### config.mk
export PLATFORM = sky130hd
export DESIGN_NAME = ifu_mem_arb
export DESIGN_NICKNAME = d
export VERILOG_FILES = /design/src/rtl/ifu_pkg.sv /design/src/rtl/ifu_ost_table.sv /design/src/rtl/ifu_mem_arb.sv
export SDC_FILE = /design/constraint.sdc
export NUM_CORES = 1
export LEC_CHECK = 0
export CORE_AREA = 2 2 160 201
export CTS_CLUSTER_DIAMETER = 100
export CTS_CLUSTER_SIZE = 12
export DETAILED_ROUTE_END_ITERATION = 10
export DIE_AREA = 0 0 162 203
export GPL_ROUTABILITY_DRIVEN = 0
export PLACE_DENSITY_LB_ADDON = 0.05
export SETUP_SLACK_MARGIN = 0.05
export SLEW_MARGIN = 10
export SYNTH_ARGS = -nofsm -noshare
export SYNTH_HDL_FRONTEND = slang
export SYNTH_HIERARCHICAL = 1
export SYNTH_SLANG_ARGS = --single-unit
export TNS_END_PERCENT = 1
### constraint.sdc
create_clock -name Clock -period 8.9 [get_ports Clock]
set_input_delay 0.89 -clock Clock [delete_from_list [all_inputs] [get_ports Clock]]
set_output_delay 0.89 -clock Clock [all_outputs]
set_load 0.01 [all_outputs]
### src/rtl/ifu_pkg.sv
`default_nettype none
// ============================================================================
// Module   : ifu_pkg
// Purpose  : Shared types and constants for the IFU memory-side arbiter.
// Revision : 1.0
// ============================================================================
package ifu_pkg;

    localparam int DEF_TAG_WIDTH       = 28;
    localparam int DEF_MAX_OUTSTANDING = 4;
    localparam int OST_IDX_W           = $clog2(DEF_MAX_OUTSTANDING);
    localparam int PF_DROP_CNT_W       = 16;

    typedef struct packed {
        logic                     valid;
        logic [DEF_TAG_WIDTH-1:0] tag;
        logic                     is_miss;
    } ost_entry_t;

    function automatic logic [PF_DROP_CNT_W-1:0] sat_inc(input logic [PF_DROP_CNT_W-1:0] v);
        return (&v) ? v : v + 1'b1;
    endfunction

endpackage
`default_nettype wire

### src/rtl/ifu_ost_table.sv
`default_nettype none
// ============================================================================
// Module   : ifu_ost_table
// Purpose  : Outstanding-request table with request/response CAM lookups,
//            lowest-free allocation and free/valid counts.
// Revision : 1.0
// ============================================================================
module ifu_ost_table
    import ifu_pkg::*;
#(
    parameter  int TAG_WIDTH       = 28,
    parameter  int MAX_OUTSTANDING = 4,
    localparam int IDX_W           = $clog2(MAX_OUTSTANDING),
    localparam int CNT_W           = $clog2(MAX_OUTSTANDING + 1)
) (
    input  logic                 clk,
    input  logic                 rst_n,
    input  logic [TAG_WIDTH-1:0] req_tag,
    input  logic [TAG_WIDTH-1:0] rsp_tag,
    input  logic                 rsp_valid,
    input  logic                 alloc_en,
    input  logic                 alloc_is_miss,
    input  logic                 merge_en,
    output logic                 req_hit,
    output logic                 rsp_hit,
    output logic                 rsp_is_miss,
    output logic                 free_any,
    output logic [CNT_W-1:0]     free_cnt,
    output logic [CNT_W-1:0]     count
);

    typedef struct packed {
        logic                 valid;
        logic [TAG_WIDTH-1:0] tag;
        logic                 is_miss;
    } entry_t;

    entry_t                     ent [MAX_OUTSTANDING];
    logic [MAX_OUTSTANDING-1:0] valid_vec;
    logic [MAX_OUTSTANDING-1:0] rsp_match;
    logic [MAX_OUTSTANDING-1:0] req_match;
    logic [MAX_OUTSTANDING-1:0] freed;
    logic [MAX_OUTSTANDING-1:0] alloc_oh;
    logic [MAX_OUTSTANDING-1:0] next_valid;
    logic [IDX_W-1:0]           alloc_idx;
    logic [CNT_W-1:0]           next_count;

    always_comb begin
        valid_vec   = '0;
        rsp_match   = '0;
        req_match   = '0;
        alloc_oh    = '0;
        alloc_idx   = '0;
        free_any    = 1'b0;
        free_cnt    = '0;
        rsp_is_miss = 1'b0;
        next_count  = '0;

        // Descending scan so the last write leaves the lowest free index.
        for (int i = MAX_OUTSTANDING - 1; i >= 0; i--) begin
            valid_vec[i] = ent[i].valid;
            rsp_match[i] = ent[i].valid && (ent[i].tag == rsp_tag);
            if (!ent[i].valid) begin
                alloc_idx = IDX_W'(i);
                free_any  = 1'b1;
                free_cnt  = free_cnt + 1'b1;
            end
        end

        freed = rsp_valid ? rsp_match : '0;

        // An entry retiring this cycle cannot absorb a merge.
        for (int i = 0; i < MAX_OUTSTANDING; i++) begin
            req_match[i] = ent[i].valid && (ent[i].tag == req_tag) && !freed[i];
            if (freed[i]) begin
                rsp_is_miss = rsp_is_miss | ent[i].is_miss;
            end
        end

        rsp_hit = |freed;
        req_hit = |req_match;

        if (alloc_en) begin
            alloc_oh[alloc_idx] = 1'b1;
        end
        next_valid = (valid_vec & ~freed) | alloc_oh;
        for (int i = 0; i < MAX_OUTSTANDING; i++) begin
            next_count = next_count + CNT_W'(next_valid[i]);
        end
    end

    always_ff @(posedge clk or negedge rst_n) begin
        if (!rst_n) begin
            for (int i = 0; i < MAX_OUTSTANDING; i++) begin
                ent[i] <= '0;
            end
            count <= '0;
        end else begin
            for (int i = 0; i < MAX_OUTSTANDING; i++) begin
                if (freed[i]) begin
                    ent[i].valid <= 1'b0;
                end
                if (alloc_oh[i]) begin
                    ent[i] <= '{valid: 1'b1, tag: req_tag, is_miss: alloc_is_miss};
                end
                if (merge_en && req_match[i]) begin
                    ent[i].is_miss <= 1'b1;
                end
            end
            count <= next_count;
        end
    end

endmodule
`default_nettype wire

### src/rtl/ifu_mem_arb.sv
`default_nettype none
// ============================================================================
// Module   : ifu_mem_arb
// Purpose  : Miss/prefetch arbiter with outstanding-request tracking,
//            duplicate merging and tagged fill routing to the IFU cache.
// Revision : 1.0
// ============================================================================
module ifu_mem_arb
    import ifu_pkg::*;
#(
    parameter  int TAG_WIDTH       = 28,
    parameter  int LINE_WIDTH      = 128,
    parameter  int MAX_OUTSTANDING = 4,
    parameter  int PF_RESERVE      = 1,
    localparam int CNT_W           = $clog2(MAX_OUTSTANDING + 1)
) (
    input  logic                     Clock,
    input  logic                     Rst,
    input  logic [TAG_WIDTH-1:0]     miss_reqTagIn,
    input  logic                     miss_reqValidIn,
    output logic                     miss_reqReadyOut,
    input  logic [TAG_WIDTH-1:0]     pf_reqTagIn,
    input  logic                     pf_reqValidIn,
    output logic                     pf_reqReadyOut,
    output logic [TAG_WIDTH-1:0]     mem_reqTagOut,
    output logic                     mem_reqValidOut,
    input  logic                     mem_reqReadyIn,
    input  logic [TAG_WIDTH-1:0]     mem_rspTagIn,
    input  logic [LINE_WIDTH-1:0]    mem_rspInsLineIn,
    input  logic                     mem_rspValidIn,
    output logic [TAG_WIDTH-1:0]     fill_tagOut,
    output logic [LINE_WIDTH-1:0]    fill_lineOut,
    output logic                     fill_validOut,
    output logic                     fill_isPrefetchOut,
    output logic [CNT_W-1:0]         outstandingCountOut,
    output logic [PF_DROP_CNT_W-1:0] pfDropCountOut,
    output logic                     spuriousRspOut
);

    logic [TAG_WIDTH-1:0] req_tag;
    logic                 req_hit;
    logic                 rsp_hit;
    logic                 rsp_is_miss;
    logic                 free_any;
    logic [CNT_W-1:0]     free_cnt;
    logic                 issue_free;
    logic                 fwd;
    logic                 miss_fwd;
    logic                 miss_alloc;
    logic                 pf_active;
    logic                 pf_drop;
    logic                 pf_alloc;
    logic                 alloc_en;
    logic                 merge_en;

    always_comb begin
        // A pending miss owns the shared lookup port; prefetches wait.
        req_tag    = miss_reqValidIn ? miss_reqTagIn : pf_reqTagIn;
        issue_free = !mem_reqValidOut || mem_reqReadyIn;
        fwd        = rsp_hit && (req_tag == mem_rspTagIn);

        miss_fwd   = miss_reqValidIn && !req_hit && fwd;
        miss_alloc = miss_reqValidIn && !req_hit && !fwd && free_any && issue_free;
        merge_en   = miss_reqValidIn && req_hit;

        pf_active  = !miss_reqValidIn && pf_reqValidIn;
        pf_drop    = pf_active && (req_hit || fwd);
        pf_alloc   = pf_active && !req_hit && !fwd
                     && (int'(free_cnt) > PF_RESERVE) && issue_free;

        alloc_en   = miss_alloc || pf_alloc;

        miss_reqReadyOut = Rst && miss_reqValidIn
                           && (req_hit || fwd || (free_any && issue_free));
        pf_reqReadyOut   = Rst && (pf_drop || pf_alloc);
    end

    ifu_ost_table #(
        .TAG_WIDTH       (TAG_WIDTH),
        .MAX_OUTSTANDING (MAX_OUTSTANDING)
    ) u_table (
        .clk           (Clock),
        .rst_n         (Rst),
        .req_tag       (req_tag),
        .rsp_tag       (mem_rspTagIn),
        .rsp_valid     (mem_rspValidIn),
        .alloc_en      (alloc_en),
        .alloc_is_miss (miss_alloc),
        .merge_en      (merge_en),
        .req_hit       (req_hit),
        .rsp_hit       (rsp_hit),
        .rsp_is_miss   (rsp_is_miss),
        .free_any      (free_any),
        .free_cnt      (free_cnt),
        .count         (outstandingCountOut)
    );

    always_ff @(posedge Clock or negedge Rst) begin
        if (!Rst) begin
            mem_reqValidOut    <= 1'b0;
            mem_reqTagOut      <= '0;
            fill_validOut      <= 1'b0;
            fill_tagOut        <= '0;
            fill_lineOut       <= '0;
            fill_isPrefetchOut <= 1'b0;
            pfDropCountOut     <= '0;
            spuriousRspOut     <= 1'b0;
        end else begin
            if (alloc_en) begin
                mem_reqValidOut <= 1'b1;
                mem_reqTagOut   <= req_tag;
            end else if (mem_reqReadyIn) begin
                mem_reqValidOut <= 1'b0;
            end

            fill_validOut <= rsp_hit;
            if (rsp_hit) begin
                fill_tagOut        <= mem_rspTagIn;
                fill_lineOut       <= mem_rspInsLineIn;
                fill_isPrefetchOut <= !rsp_is_miss && !miss_fwd;
            end

            if (pf_drop) begin
                pfDropCountOut <= sat_inc(pfDropCountOut);
            end
            if (mem_rspValidIn && !rsp_hit) begin
                spuriousRspOut <= 1'b1;
            end
        end
    end

endmodule
`default_nettype wire

==> reports/qor.yml <==
placement:
  dp_hpwl_um: 38800
  place_area_mm2: 0.02041
  io_buffers: 426
  place_ws_ns: 2.766
  placed_cells: 1960
sta:
  tns_ns: 0
  hold_ws_ns: 0.2926
  rsz0062_at_grt: "false"
  setup_viol: 0
  hold_viol_final: 0
  final_max_slew_viol_count: 0
  max_clock_freq_mhz: 169.2
  worst_slack_ns: 2.988
  min_period_ns: 5.912
  slew_headroom_pct: 20.42
  skew_ns: 0.01368
  period_share_pct: 66.42
  worstMarginPinSlew_ns: 1.194
floorplan:
  ios: 427
  die_area_mm2: 0.03289
  num_rows: 72
  core_mm2: 0.03081
  die_width_um: 162
  die_height_um: 203
  start_util_pct: 52.34
grt:
  antenna_found_initial: 4
  grt_usage_pct: 31.55
  grt_max_degree: 173
  grt_pass1_vias: 12316
  overflow: 0
  grt_pass1_wl_um: 77270
power:
  combPwrFrac_pct: 35.1
  p_sw_share_pct: 35.01
  p_seq_share_pct: 42.9
  p_int_mw: 3.419
  ir_worst_vdd_uv: 179.3
  p_leak_nw: 9.129
  power_density_mw_per_mm2: 248.0
  p_sw_mw: 1.842
  clkPwrFrac_pct: 22.0
clock_tree:
  postCtsHoldBufs: 0
  root_buffer: "clkbuf_16"
  clockBufferDepth: 3
  clkLatencyLatePin_ns: 0.56
  numCtsBuffers: 31
  htree_levels: 1
  numClockSinks: 327
  cts_tree: "done"
  cts_resized: 0
  postCtsSetupBuffers: 0
  path_clk_slew_ns: 0.06
worst_setup_path:
  end_kind: "output port"
  worstPathArrival_ns: 5.02
  start_kind: "input port"
  critPathLaunch: "miss_reqValidIn"
  worstSetupPathType: "input port to output port"
  crit_fanout: 34
  required_ns: 8.01
  r2r_start: "u_table/ent[96]$_DFFE_PN0P_"
detailed_routing:
  via_per_inst: 5.721
  route.vias.total: 11413
  dr.pass1.iters: 5
  postRouteAntennaNets: 0
  drt-initial-drc-count: 943
  wl_per_cell_um: 26.11
  wl_um: 52080
  drcViolationCount: 0
final_layout:
  final_common_cell: "clkdlybuf4s50_1"
  fin_area_mm2: 0.02121
  most-common-layout-cells: "424 x clkdlybuf4s50_1, 327 x dfrtp_1, 290 x mux2_2"
  layoutNonFillerInstCount: 1995
  fill_cells: 2363
  nets: 1812
  area_growth_pct: 31.52
  drive_above_1_share_pct: 22.02
outcome:
  status: "completed"
yosys:
  ys_warn_count: 6
  synthesis.nets: 1446
  syn_area_per_cell_um2: 13.22
  synthCells: 1220
  synth_area_mm2: 0.01613
hold_path:
  hp-class: "input port to async pin"
run:
  maxCapViolations: 0
## per-stage QoR
stage	total power, mW	utilization (%)
2_1_floorplan	3.338	-
3_3_place_gp	4.052	66.26
3_5_place_dp	4.078	66.26
4_1_cts	5.244	68.81
5_1_grt	5.472	68.84
6_report	5.260	68.84
## state kept, by name, summed over array words and instances, names as in the netlist
register and flops:
u_table/ent 120, spuriousRspOut 1, u_table/count 3, pfDropCountOut 16
fill_tagOut 28, mem_reqTagOut 28, fill_validOut 1, mem_reqValidOut 1
fill_lineOut 128, fill_isPrefetchOut 1
## power groups by stage
stage | Combinational, mW | Sequential, mW | Clock, mW
after floorplan | 1.16 | 2.18 | 0
after global placement | 1.80 | 2.25 | 0
after detailed placement | 1.81 | 2.27 | 0
after CTS | 1.82 | 2.24 | 1.18
after global routing | 1.95 | 2.29 | 1.23
final | 1.85 | 2.26 | 1.16
## worst paths after layout
path	to	slack, ns	depth (start not counted)
setup / recovery	pf_reqReadyOut	2.99	12
hold / removal	fill_lineOut[119]$_DFFE_PN0P_	0.29	1
setup reg to reg	u_table/count[1]$_DFF_PN0_	3.94	14
hold reg to reg	spuriousRspOut$_DFFE_PN0P_	0.46	1
max in group asynchronous	fill_lineOut[12]$_DFFE_PN0P_	7.12	2
min in group Clock	spuriousRspOut$_DFFE_PN0P_	0.46	1
## critical path, stage by stage
cell and delay [ns]:
buf_2 0.72, mux2_2 0.56, xor2_1 0.19, nor4_1 0.71
nand4_1 0.22, a211oi_1 0.34, or4_1 0.19, inv_1 0.08
o31ai_4 0.19, nor2_1 0.11, nor3b_1 0.23, clkdlybuf4s50_1 0.57
## area by class of cell
type	instances	area, um2	share of cell area, %
timing repair buffer	431	4327	20.40
clock buffer	31	775.7	3.658
tap	407	509.2	2.401
inverter	5	18.77	0.08850
clock inverter	1	11.26	0.05310
antenna	3	7.507	0.03540
sequential	327	8183	38.58
multi-input combinational	790	7376	34.78
## per-layer routing
layer,GRT usage (%),share of wire (%),vias up
met5,0,0,-
li1,-,-,4930
met4,14.76,5.2,0
met2,53.15,50,579
met3,9.213,9.2,157
met1,37.11,36,5747
(Power assumes the default switching activity.)
